[src/rtl/param_counter.sv]
// WIDTH-bit up/down loop counter with a programmable terminal value, parallel load,
// an init value fixed at build time and wrap / saturate / one-shot behaviour at terminal.
module param_counter #(
  parameter int unsigned WIDTH    = 4,
  parameter int unsigned INIT_VAL = 2
) (
  input  logic             clk,
  input  logic             sclr,
  input  logic             cen,
  input  logic             iz,
  input  logic             ld,
  input  logic [WIDTH-1:0] ld_val,
  input  logic             up,
  input  logic [1:0]       mode,
  input  logic [WIDTH-1:0] term,
  output logic [WIDTH-1:0] cnt_val,
  output logic             co,
  output logic             wrap,
  output logic             done
);

  localparam logic [WIDTH-1:0] INIT_W       = WIDTH'(INIT_VAL);
  localparam logic [WIDTH-1:0] ONE_W        = WIDTH'(1);
  localparam logic [1:0]       MODE_SAT     = 2'b01;
  localparam logic [1:0]       MODE_ONESHOT = 2'b10;

  typedef enum logic {
    RUN  = 1'b0,
    HALT = 1'b1
  } state_t;

  state_t state;
  logic   term_hit_c;

  // Values above term count as terminal when counting up.
  assign term_hit_c = up ? (cnt_val >= term) : (cnt_val == '0);
  assign co         = term_hit_c;
  assign done       = (state == HALT);

  // Priority per edge: iz, then ld, then an enabled count step.
  always_ff @(posedge clk or posedge sclr) begin
    if (sclr) begin
      cnt_val <= '0;
      wrap    <= 1'b0;
      state   <= RUN;
    end else if (iz) begin
      cnt_val <= INIT_W;
      wrap    <= 1'b0;
      state   <= RUN;
    end else if (ld) begin
      cnt_val <= ld_val;
      wrap    <= 1'b0;
      state   <= RUN;
    end else if (cen && (state == RUN)) begin
      if (!term_hit_c) begin
        cnt_val <= up ? (cnt_val + ONE_W) : (cnt_val - ONE_W);
        wrap    <= 1'b0;
      end else begin
        case (mode)
          MODE_SAT: begin
            wrap <= 1'b0;
          end
          MODE_ONESHOT: begin
            wrap  <= 1'b1;
            state <= HALT;
          end
          default: begin
            cnt_val <= up ? '0 : term;
            wrap    <= 1'b1;
          end
        endcase
      end
    end else begin
      wrap <= 1'b0;
    end
  end

endmodule

[config.mk]
export PLATFORM = sky130hd
export DESIGN_NAME = param_counter
export DESIGN_NICKNAME = d
export VERILOG_FILES = /design/src/rtl/param_counter.sv
export SDC_FILE = /design/constraint.sdc
export NUM_CORES = 1
export LEC_CHECK = 0
export BUFFER_PORTS_ARGS = -buffer_cell sky130_fd_sc_hd__buf_4
export CAP_MARGIN = 20
export CORE_UTILIZATION = 42
export DETAILED_ROUTE_END_ITERATION = 8
export GPL_ROUTABILITY_DRIVEN = 0
export GPL_TIMING_DRIVEN = 0
export PLACE_DENSITY_LB_ADDON = 0.08
export SETUP_SLACK_MARGIN = 0.4
export SKIP_CTS_REPAIR_TIMING = 1
export SYNTH_ARGS = -nofsm -noshare
export SYNTH_HDL_FRONTEND = slang
export SYNTH_SLANG_ARGS = --single-unit
[constraint.sdc]
create_clock -name clk -period 1.9 [get_ports clk]
set_clock_uncertainty 0.1 [all_clocks]
set_input_delay 0.19 -clock clk [delete_from_list [all_inputs] [get_ports clk]]
set_output_delay 0.19 -clock clk [all_outputs]
set_load 0.02 [all_outputs]
==> flow_summary.json <==
{
  "status": "complete, but fails checks",
  "violations_in_the_final_reports": "setup timing",
  "cp_data_arrival_time_ns": 1.84,
  "clkSlewWorstSetupHoldPaths_ns": 0.05,
  "num_rows": 13,
  "layout_setup_ws_ns": -0.230,
  "yosys-top-cells-count": "inv_1 (11), ha_1 (8), dfrtp_1 (6), nand2_1 (6)",
  "timing.reg2reg.worst_path_depth": 7,
  "postSynthNetCount": 96,
  "preCtsSetupSlack_ns": -0.227,
  "synthFlopType": "dfrtp_1",
  "worst-path-max-fanout": 5,
  "synth_area_um2": 611,
  "netlist.area_leader.share_pct": 24.6,
  "p_seq_share_pct": 28.5,
  "power.ir.vdd_worst_v": 0.000407,
  "seq_total_area_yosys_pct": 24.6,
  "antenna_left": 0,
  "syn-mean-instance-area_um2": 8.60,
  "die_area_mm2": 0.00161,
  "grt_start_max_net_pins": 11,
  "synth_enable_flop_cells": 0,
  "worst_ep_required_time_ns": 1.61,
  "power_frac_comb_pct": 50.5,
  "drv.max_cap_violation_count": 0,
  "clkSinkCount": 6,
  "cts_tree": "done",
  "worst-setup-path-type": "register to primary output",
  "ctsHtreeMaxLevel": 1,
  "r2r_end": "cnt_val[1]",
  "grt_antenna_before_repair": 0,
  "layout.cells.non_filler": 117,
  "numPortBuffers": 22,
  "final_period_minus_worst_setup_slack_ns": 2.13,
  "critical_path.startpoint": "cnt_val[0]",
  "reg2reg_slack_ns": -0.19,
  "synthDistinctLibCells": 33,
  "post_route_cells_drive_above_1_share_pct": 52.9,
  "routedLengthMet1_um": 716,
  "route.met3.wl_um": 31,
  "core_mm2": 0.00133,
  "dp_cells": 108,
  "cts_made_buffers": 3,
  "avgRoutedWirePerCell_um": 13.2,
  "avgViaCountPerCell": 5.27,
  "ioPinCount": 23,
  "final_hold_viol_count": 0,
  "synthTopCellsByArea": "dfrtp_1 (25%), ha_1 (16%), inv_1 (6.8%)",
  "n_antenna_cell": 0,
  "wl_met2_um": 802,
  "routed.top_layer": "met3",
  "asyncSetResetFlopFracSynth_pct": 100,
  "synthCells": 71,
  "p_leak_nw": 0.471,
  "grt_overflow_total": 0,
  "ys_warn_count": 0,
  "drc": 0,
  "die_w_um": 40.1,
  "die_h_um": 40.1,
  "post_synthesis_to_final_layout_area_growth_pct": 59.8,
  "power_switching_share_pct": 35.2,
  "report.power.total_mw": 0.590,
  "grtUsageTotal_pct": 22.4,
  "initial_core_util_pct": 45.8,
  "setup_repair_after_global_routing_missed_its_margin": "yes",
  "design_area_um2": 976,
  "synth_most_common_cell": "inv_1",
  "synth_top_cell_by_area": "dfrtp_1",
  "dr.first_iter.drc_count": 8,
  "detail_route.first_pass.iterations": 4,
  "startpoint_type": "register",
  "post-dp-hpwl_mm": 1.14,
  "tightestPinTransition_ns": 0.283,
  "worstSkewPairLatency_ns": 0.24,
  "rr_startpoint": "cnt_val[0]",
  "power.net_switching_mw": 0.208,
  "timing.final.crit_share_pct": 112,
  "int_power_mw": 0.383,
  "endpoint": "co",
  "final_max_slew_viol_count": 0,
  "number_of_storage_elements_in_the_synthesis_netlist": 6,
  "hold_path_startpoint": "iz",
  "grt_pass1_wl_mm": 2.22,
  "pwr_density_cell_mw_per_mm2": 605,
  "slew_headroom_pct": 81.1,
  "detail_route.wirelength_mm": 1.55,
  "finalNetCount": 128,
  "n_fill_cell": 110,
  "clk_root_buffer_cell": "clkbuf_4",
  "power_frac_clock_pct": 21.0,
  "detailroute.via_count": 617,
  "vias_in_the_first_global_route": 514,
  "crit_path_end_kind": "primary output",
  "final_setup_violation_count": 7,
  "holdCritPathClass": "primary input to register",
  "max_freq_mhz": 469,
  "dpl_cell_area_um2": 852,
  "max-clock-path-buffers": 2
}
[stage by stage]
step | utilization, % | hold WS (ns) | TNS [ns]
after floorplan | - | -0.119 | -0.0976
final | 73.2 | 0.0735 | -0.953
after global routing | 73.2 | 0.0879 | -1.48
after detailed placement | 63.9 | 0.0166 | -0.536
after global placement | 63.9 | 0.0126 | -0.262
after CTS | 65.9 | -0.253 | -0.820
[state kept, by name (all words and copies together) (netlist names)]
signal / flops
wrap: 1
cnt_val: 4
done: 1
[layout by cell type (no fill, tap or decap), types with 2 or more instances in the layout]
cell type	n
nand2_1	6
clkbuf_4	3
o21ai_0	4
inv_1	10
ha_4	3
a21oi_1	3
nor2_1	3
dfrtp_2	4
dfrtp_1	2
ha_1	5
nor3_2	2
buf_4	25
buf_6	2
[routing by layer]
layer	vias to the layer above	GRT usage, %
met4	0	15.5
li1	317	-
met1	290	27.3
met3	0	3.33
met2	10	35.9
met5	-	0
[worst min-delay path by stage]
stage	endpoint	cells after the start
6_report	cnt_val[2]	2
3_3_place_gp	wrap	2
3_5_place_dp	done	2
5_1_grt	cnt_val[2]	2
2_1_floorplan	done	1
4_1_cts	cnt_val[0]	2
[power groups by stage]
| stage | logic [mW] | registers, mW | clock network, mW |
|---|---|---|---|
| CTS | 0.251 | 0.170 | 0.133 |
| floorplan | 0.149 | 0.182 | 0 |
| finish | 0.298 | 0.168 | 0.124 |
| detailed placement | 0.249 | 0.172 | 0 |
| global route | 0.326 | 0.171 | 0.133 |
| global placement | 0.242 | 0.171 | 0 |
[worst max-delay path, stage by stage (launching register included)]
cell       delay [ns]
dfrtp_2          0.43
inv_2            0.07
ha_4             0.20
nor3b_4          0.22
o2111ai_2        0.22
and2_4           0.21
buf_6            0.12
buf_6            0.12
[final cells by class]
| cell class | count | area (µm²) | share of cell area (%) |
|---|---|---|---|
| multi-input combinational | 52 | 509 | 52.2 |
| timing repair buffer | 27 | 209 | 21.4 |
| sequential | 6 | 155 | 15.9 |
| inverter | 11 | 41.3 | 4.23 |
| clock buffer | 4 | 26.3 | 2.69 |
| tap | 15 | 18.8 | 1.92 |
| buffer | 2 | 16.3 | 1.67 |
[logic make-up after synthesis]
family | count (synthesis) | share of synthesized area [%]
AO/OA/AOI/OAI | 18 | 22.1
flip-flops | 6 | 24.6
multiplexers | 1 | 1.64
buffers and inverters | 13 | 8.81
XOR/XNOR | 2 | 2.87
AND/OR/NAND/NOR | 22 | 20.3
adder cells (fa/ha/maj) | 9 | 19.7
Note: power is estimated with default switching activity, not from simulation.
